[src/rtl/unidad_ejecucion.sv]
// Multi-cycle execute/write-back controller for the MicroUAZ 8-bit datapath.
// Drives the register bank's SelR/RW/DW and runs one ALU op or shift-add multiply per Start.
module unidad_ejecucion #(
  parameter bit MUL_EN = 1'b1
) (
  input  logic       Clk,
  input  logic       Rst,
  input  logic       Start,
  input  logic [3:0] Op,
  input  logic [2:0] Dst,
  input  logic [2:0] Src,
  input  logic [7:0] Imm,
  output logic       Busy,
  output logic       Done,
  output logic [2:0] Flags,
  output logic [5:0] SelR,
  output logic       RW,
  output logic [7:0] DW,
  input  logic [7:0] Rx,
  input  logic [7:0] Ry
);

  localparam int unsigned DATA_W = 8;
  localparam int unsigned PROD_W = 16;
  localparam logic [3:0]  OP_MUL      = 4'hA;
  localparam logic [3:0]  OP_LAST_ALU = 4'h9;

  typedef enum logic [2:0] {
    IDLE, EXEC, MUL_LOAD, MUL_ITER, MUL_WLO, MUL_WHI, DONE
  } state_t;

  state_t state_q, state_d;

  logic [3:0]        op_l;
  logic [2:0]        dst_l, src_l;
  logic [DATA_W-1:0] imm_l;
  logic [DATA_W-1:0] a_q, b_q;
  logic [PROD_W-1:0] p_q;
  logic [2:0]        cnt_q;

  logic              busy_d, done_d, rw_d;
  logic [5:0]        selr_d;
  logic [2:0]        flags_d;

  logic [DATA_W-1:0] alu_res;
  logic              alu_c, alu_wr;
  logic [PROD_W-1:0] mul_add;

  // ALU on the bank's live read ports; Rx = Rd, Ry = Rs during EXEC
  always_comb begin
    alu_res = '0;
    alu_c   = 1'b0;
    alu_wr  = 1'b1;
    case (op_l)
      4'h0: alu_res = Ry;
      4'h1: alu_res = imm_l;
      4'h2: {alu_c, alu_res} = (DATA_W+1)'(Rx) + (DATA_W+1)'(Ry);
      4'h3: begin
        alu_res = Rx - Ry;
        alu_c   = (Rx < Ry);
      end
      4'h4: alu_res = Rx & Ry;
      4'h5: alu_res = Rx | Ry;
      4'h6: alu_res = Rx ^ Ry;
      4'h7: alu_res = ~Rx;
      4'h8: begin
        alu_c   = Rx[7];
        alu_res = {Rx[6:0], 1'b0};
      end
      4'h9: begin
        alu_c   = Rx[0];
        alu_res = {1'b0, Rx[7:1]};
      end
      default: alu_wr = 1'b0;
    endcase
  end

  assign mul_add = b_q[cnt_q] ? (PROD_W'(a_q) << cnt_q) : '0;

  // Next state and next values of the registered outputs
  always_comb begin
    state_d = state_q;
    busy_d  = 1'b0;
    done_d  = 1'b0;
    rw_d    = 1'b0;
    selr_d  = '0;
    flags_d = Flags;
    case (state_q)
      IDLE: begin
        if (Start) begin
          busy_d = 1'b1;
          selr_d = {Src, Dst};
          if (MUL_EN && (Op == OP_MUL)) begin
            state_d = MUL_LOAD;
          end else begin
            state_d = EXEC;
            rw_d    = (Op <= OP_LAST_ALU);
          end
        end
      end
      EXEC: begin
        busy_d  = 1'b1;
        done_d  = 1'b1;
        state_d = DONE;
        if (alu_wr) flags_d = {alu_res[7], alu_c, (alu_res == '0)};
      end
      MUL_LOAD: begin
        busy_d  = 1'b1;
        selr_d  = {src_l, dst_l};
        state_d = MUL_ITER;
      end
      MUL_ITER: begin
        busy_d = 1'b1;
        selr_d = {src_l, dst_l};
        if (cnt_q == 3'd7) begin
          state_d = MUL_WLO;
          rw_d    = 1'b1;
        end
      end
      MUL_WLO: begin
        busy_d  = 1'b1;
        rw_d    = 1'b1;
        selr_d  = {src_l, 3'(dst_l + 3'd1)};
        state_d = MUL_WHI;
      end
      MUL_WHI: begin
        busy_d  = 1'b1;
        done_d  = 1'b1;
        state_d = DONE;
        flags_d = {p_q[15], (p_q[15:8] != '0), (p_q == '0)};
      end
      DONE:    state_d = IDLE;
      default: state_d = IDLE;
    endcase
  end

  // Write data must follow the bank's combinational read in EXEC
  always_comb begin
    case (state_q)
      EXEC:    DW = alu_wr ? alu_res : '0;
      MUL_WLO: DW = p_q[7:0];
      MUL_WHI: DW = p_q[15:8];
      default: DW = '0;
    endcase
  end

  always_ff @(posedge Clk or posedge Rst) begin
    if (Rst) begin
      state_q <= IDLE;
      Busy    <= 1'b0;
      Done    <= 1'b0;
      RW      <= 1'b0;
      SelR    <= '0;
      Flags   <= '0;
      op_l    <= '0;
      dst_l   <= '0;
      src_l   <= '0;
      imm_l   <= '0;
      a_q     <= '0;
      b_q     <= '0;
      p_q     <= '0;
      cnt_q   <= '0;
    end else begin
      state_q <= state_d;
      Busy    <= busy_d;
      Done    <= done_d;
      RW      <= rw_d;
      SelR    <= selr_d;
      Flags   <= flags_d;
      if (state_q == IDLE && Start) begin
        op_l  <= Op;
        dst_l <= Dst;
        src_l <= Src;
        imm_l <= Imm;
      end
      // Operands captured once, so writing Rd+1 cannot disturb the multiply
      if (state_q == MUL_LOAD) begin
        a_q   <= Rx;
        b_q   <= Ry;
        p_q   <= '0;
        cnt_q <= '0;
      end else if (state_q == MUL_ITER) begin
        p_q   <= p_q + mul_add;
        cnt_q <= cnt_q + 3'd1;
      end
    end
  end

endmodule

[config.mk]
export PLATFORM = sky130hd
export DESIGN_NAME = unidad_ejecucion
export DESIGN_NICKNAME = d
export VERILOG_FILES = /design/src/rtl/unidad_ejecucion.sv
export SDC_FILE = /design/constraint.sdc
export NUM_CORES = 1
export LEC_CHECK = 0
export CAP_MARGIN = 20
export CORE_MARGIN = 4
export CORE_UTILIZATION = 55
export DETAILED_ROUTE_END_ITERATION = 10
export PLACE_DENSITY = 0.78
export SLEW_MARGIN = 30
export SYNTH_ARGS = -nofsm -noshare
export SYNTH_HDL_FRONTEND = slang
export SYNTH_SLANG_ARGS = --single-unit
export TNS_END_PERCENT = 1
[constraint.sdc]
create_clock -name Clk -period 5.1 [get_ports Clk]
set_clock_uncertainty 0.1 [all_clocks]
set_input_delay 0.51 -clock Clk [delete_from_list [all_inputs] [get_ports Clk]]
set_output_delay 0.51 -clock Clk [all_outputs]
set_load 0.05 [all_outputs]
## After elaboration in Yosys (flattened, before gate mapping)

Index checks and enable logic that the tools add are counted.

| word-level totals | value |
|---|---|
| bits of input ports | 37 |
| output and inout bits | 20 |
| register bits | 68 |
| logic and storage cells | 87 |

| operators by class | value |
|---|---|
| magnitude comparators | 3 |
| bitwise gates (word level) | 4 |
| shift-type cells | 1 |
| add/subtract/negate cells | 5 |
| reduce and logical (&&, ||, !) cells | 14 |
| equal/unequal tests | 19 |
| mux-type cells | 27 |

Operator list:

| kind | number |
|---|---|
| $pmux 8 s10 | 1 |
| $mux 16 | 3 |
| $pmux 8 s3 | 1 |
| $pmux 6 s3 | 1 |
| $add 16x16->16 | 1 |
| $eq 4x3->1 const B | 4 |
| $logic_not 16->1 | 1 |
| $shl 8x3->16 | 1 |
| $mux 3 | 5 |
| $pmux 3 s5 | 1 |
| $eq 4x4->1 const B | 3 |
| $reduce_or 10->1 | 1 |
| $add 8x8->9 | 1 |
| $eq 3x3->1 const B | 3 |
| $and 8x8->8 | 1 |
| $eq 4x2->1 const B | 2 |
| $logic_not 8->1 | 1 |
| $lt 8x8->1 | 1 |
| $mux 8 | 1 |
| $not 8->8 | 1 |
| $or 8x8->8 | 1 |
| $reduce_bool 8->1 | 1 |
| $sub 8x8->8 | 1 |
| $xor 8x8->8 | 1 |
| other kinds (22) | 35 |

## Logic depth before layout (Yosys ltp)

| logic depth | value |
|---|---|
| word-level depth | 6 |
| mapped depth | 16 |
| mapped depth without buffers | 14 |

## Worst setup path after synthesis

Ideal clock, no wire load.

| path | value |
|---|---|
| kind | input to output |
| start point | input port Rx[0] |
| end point | output port DW[6] |
| required time | 4.490 ns |
| path buffers | 0 |
| arrival | 3.145 ns |
| setup slack | 1.345 ns |
| stages on the path | 10 |
| cells stage by stage | inv_1 ha_1 fa_1 o21ba_2 nor4_1 o21ai_0 o31ai_1 xnor2_1 a21oi_1 o21ai_0 |

| between the ends | value |
|---|---|
| cells in the longest elaborated chain, start to end | 4 |

RTL lines:

| element | RTL line | source |
|---|---|---|
| start: declaration | 19 | `input logic [7:0] Rx,` |
| $sub 8x8->8 or $add 8x8->9 (tied branches) | 59, 57 |  |
| $pmux 8 s10 * | 54 | `case (op_l)` |
| $mux 8 * | 140 | `EXEC: DW = alu_wr ? alu_res : '0;` |
| $pmux 8 s3 * | 139 | `case (state_q)` |
| end: declaration | 18 | `output logic [7:0] DW,` |

Mark *: on every way between the ends. The rest lies on a longest branch, timed or not.

## Final worst setup path

Same ends and word-level chain as after synthesis.

==> run_results.csv <==
group,metric,value,unit
clock_tree,postCtsSetupBuffers,0,
drt,drt_iter0_drc,491,
die,boundaryPins,57,
die,die_y,107.3,um
final_layout,final_cells,790,
yosys,synth_fp_nets,697,
worst_setup_path,critical_path_arrival,4.04,ns
yosys,avgSynthCellArea,8.826,sq um
die,die_w,107.3,um
clock_tree,hold_buffers,0,
die,num_rows,35,
placed_design,post-dp-hpwl,11.78,mm
worst_setup_path,crit_start,"Rx[0]",
power,swShare,0.4838,
worst_setup_path,r2r_setup_slack,1.11,ns
yosys,yosys_warnings,0,
sta,min_period,4.650,ns
power,p_seq_frac,0.293,
global_route,grt_max_degree,69,
sta,max_freq,0.2151,GHz
worst_setup_path,crit_fanout,5,
yosys,ys_ff_latch,68,
placed_design,place_inst,773,
global_route,grt_pass1_wl,24.92,mm
power,power.switching,1.815,mW
global_route,grt_pass1_vias,4639,
die,die-area,11520,sq um
run_status,status,"finished, final reports clean",
yosys,synth-async-reset-ratio,1.000,
placed_design,routabilityCongestion,0.9634,
clock_tree,clkLatencyLatePin,0.35,ns
drt,num_vias,4866,
sta,drv_slew,0,
sta,tns,0,ns
sta,fin_crit_sh,0.9117,
clock_tree,cts-buffers-inserted,9,
worst_setup_path,r2r_start,"cnt_q[0]$_DFFE_PP0N_",
clock_tree,cts_tree,"yes",
power,p_per_area,597.3,nW/um^2
power,power_frac_comb,0.570,
clock_tree,cts.sinks,68,
yosys,synth_cells,615,
yosys,ys_seq_area_frac,0.3135,
clock_tree,htree_levels,3,
power,p_int,1.937,mW
drt,postRouteAntennaNets,0,
power,ir_worst_vdd,0.0003927,V
sta,whs,0.3997,ns
sta,tightest_slew,0.9074,ns
global_route,globalRouteOverflowTotal,0,
final_layout,nets,738,
yosys,netlist_area,5428,sq um
final_layout,drive_gt1_frac,0.1014,
min_path,hold_class,"in2async",
final_layout,diodes,0,
global_route,antenna_found_initial,0,
yosys,synth_edf_count,0,
global_route,grt_util_all_layers,0.2774,
run,cap_violations,0,
yosys,ys_types,73,
die,initial_utilization,0.5765,
power,power.leakage,2.798,nW
worst_setup_path,crit_type,"in2out",
worst_setup_path,worst_setup_path_start_kind,"input port",
drt,via_per_inst,6.159,
clock_tree,clk_pin_slew_worst_paths,0.09,ns
placed_design,port_buffers,56,
sta,relSlewSlack,0.3951,
clock_tree,cts.path.max_buffers,2,
final_layout,layout-area-overhead-vs-synth,15.74,%
clock_tree,cts_root_buffer,"clkbuf_8",
sta,timing.final.hold_violations,0,
drt,drc,0,
drt,drt-wirelength-per-cell,19.66,um
worst_setup_path,critPathRequiredTime,4.49,ns
yosys,ys.flop_type,"dfrtp_1",
sta,rsz0062_at_grt,"no",
final_layout,layout_commonest_cell,"dfrtp_1",
sta,setup_violations,0,
drt,routed_wl,15.53,mm
final_layout,most-common-layout-cells,"dfrtp_1 (68), nand2_1 (64), clkdlybuf4s50_1 (56), nor2_1 (51), o21ai_0 (46)",
drt,first_pass_iters,7,
worst_setup_path,cp-end-kind,"primary output",
die,core-area,9415,sq um
clock_tree,cts_resized,0,
power,clkPwrFrac,0.137,
==> layout make-up <==
type                    instances  area [sq um]
flip-flops and latches         68          1702
well taps                     129         161.4
multi-input cells             469          3387
inverters                      43         161.4
clock inverters                 6         95.09
clock buffers                  10         127.6
repair buffers                 65         648.1
fillers                       766          3133
==> registers in the layout, indices dropped and copies added (netlist names), 3 cells and up <==
name	cells
p_q	16
a_q	8
b_q	8
imm_l	8
SelR	6
op_l	4
Flags	3
cnt_q	3
dst_l	3
src_l	3
state_q	3
==> worst paths after layout <==
check | cells past startpoint | endpoint
setup / recovery | 12 | DW[6]
setup reg to reg | 12 | p_q[11]$_DFFE_PP0N_
hold reg to reg | 1 | SelR[5]$_DFF_PP0_
min in group Clk | 1 | SelR[5]$_DFF_PP0_
max in group asynchronous | 4 | a_q[4]$_DFFE_PP0N_
hold / removal | 3 | dst_l[0]$_DFFE_PP0P_
==> layer usage <==
layer | vias up | share of wire | global-route usage
met5 | - | 0 | 0
met4 | 0 | 0.021 | 0.08476
met3 | 24 | 0.079 | 0.05039
met2 | 213 | 0.43 | 0.4115
met1 | 2328 | 0.47 | 0.4116
li1 | 2301 | - | -
==> power groups by stage <==
| stage | Combinational [mW] | Clock [mW] | Sequential (mW) |
|---|---|---|---|
| floorplan | 1.63 | 0 | 1.01 |
| global placement | 2.09 | 0 | 1.09 |
| detailed placement | 2.10 | 0 | 1.10 |
| CTS | 2.11 | 0.527 | 1.09 |
| global route | 2.33 | 0.550 | 1.14 |
| finish | 2.14 | 0.514 | 1.10 |
==> metrics by stage <==
stage	area [sq um]	utilization	worst slack, ns	power, mW
after global placement	6027	0.6401	0.4865	3.175
after floorplan	5428	-	1.345	2.637
after CTS	6250	0.6638	0.4687	3.728
after global routing	6282	0.6672	0.1624	4.021
after detailed placement	6027	0.6401	0.4661	3.200
final	6282	0.6672	0.4504	3.752
==> cell families after synthesis <==
kind of cell             after synthesis  share of synthesized area
AND/OR/NAND/NOR                      179                     0.1531
AO/OA/AOI/OAI                        171                     0.2146
buffers and inverters                 78                    0.06454
flip-flops                            68                     0.3135
multiplexers                          54                     0.1141
adder cells (fa/ha/maj)               45                     0.1079
XOR/XNOR                              20                    0.03227
==> cell usage after synthesis (all sizes together) (5+ instances only) <==
cell type,instances,share of area
xnor2,12,0.019
nor3,9,0.0083
o21bai,5,0.0069
dfrtp,68,0.31
nand3,14,0.013
a31oi,5,0.0058
o21a,6,0.0083
a22o,6,0.0097
a22oi,7,0.0097
inv,42,0.029
xor2,8,0.013
nor2,51,0.035
ha,42,0.097
mux2,30,0.062
o21ai,46,0.042
nand2b,6,0.0069
o211ai,8,0.011
buf,12,0.019
nor2b,6,0.0083
a21o,6,0.0083
a211oi,8,0.011
nand2,64,0.044
mux2i,21,0.039
clkbuf,23,0.016
nor4,5,0.0058
a21oi,32,0.030
and2,7,0.0081
==> critical path, stage by stage <==
cell and delay (ns):
clkdlybuf4s50_1 0.57, inv_1 0.11, ha_1 0.24, fa_1 0.43, o21ba_2 0.24, nor4_1 0.28, o21ai_0 0.16, o31ai_1 0.12
xnor2_1 0.21, a21oi_1 0.11, o21ai_0 0.22, clkdlybuf4s50_1 0.85
Power figures use the tool's default switching activity.
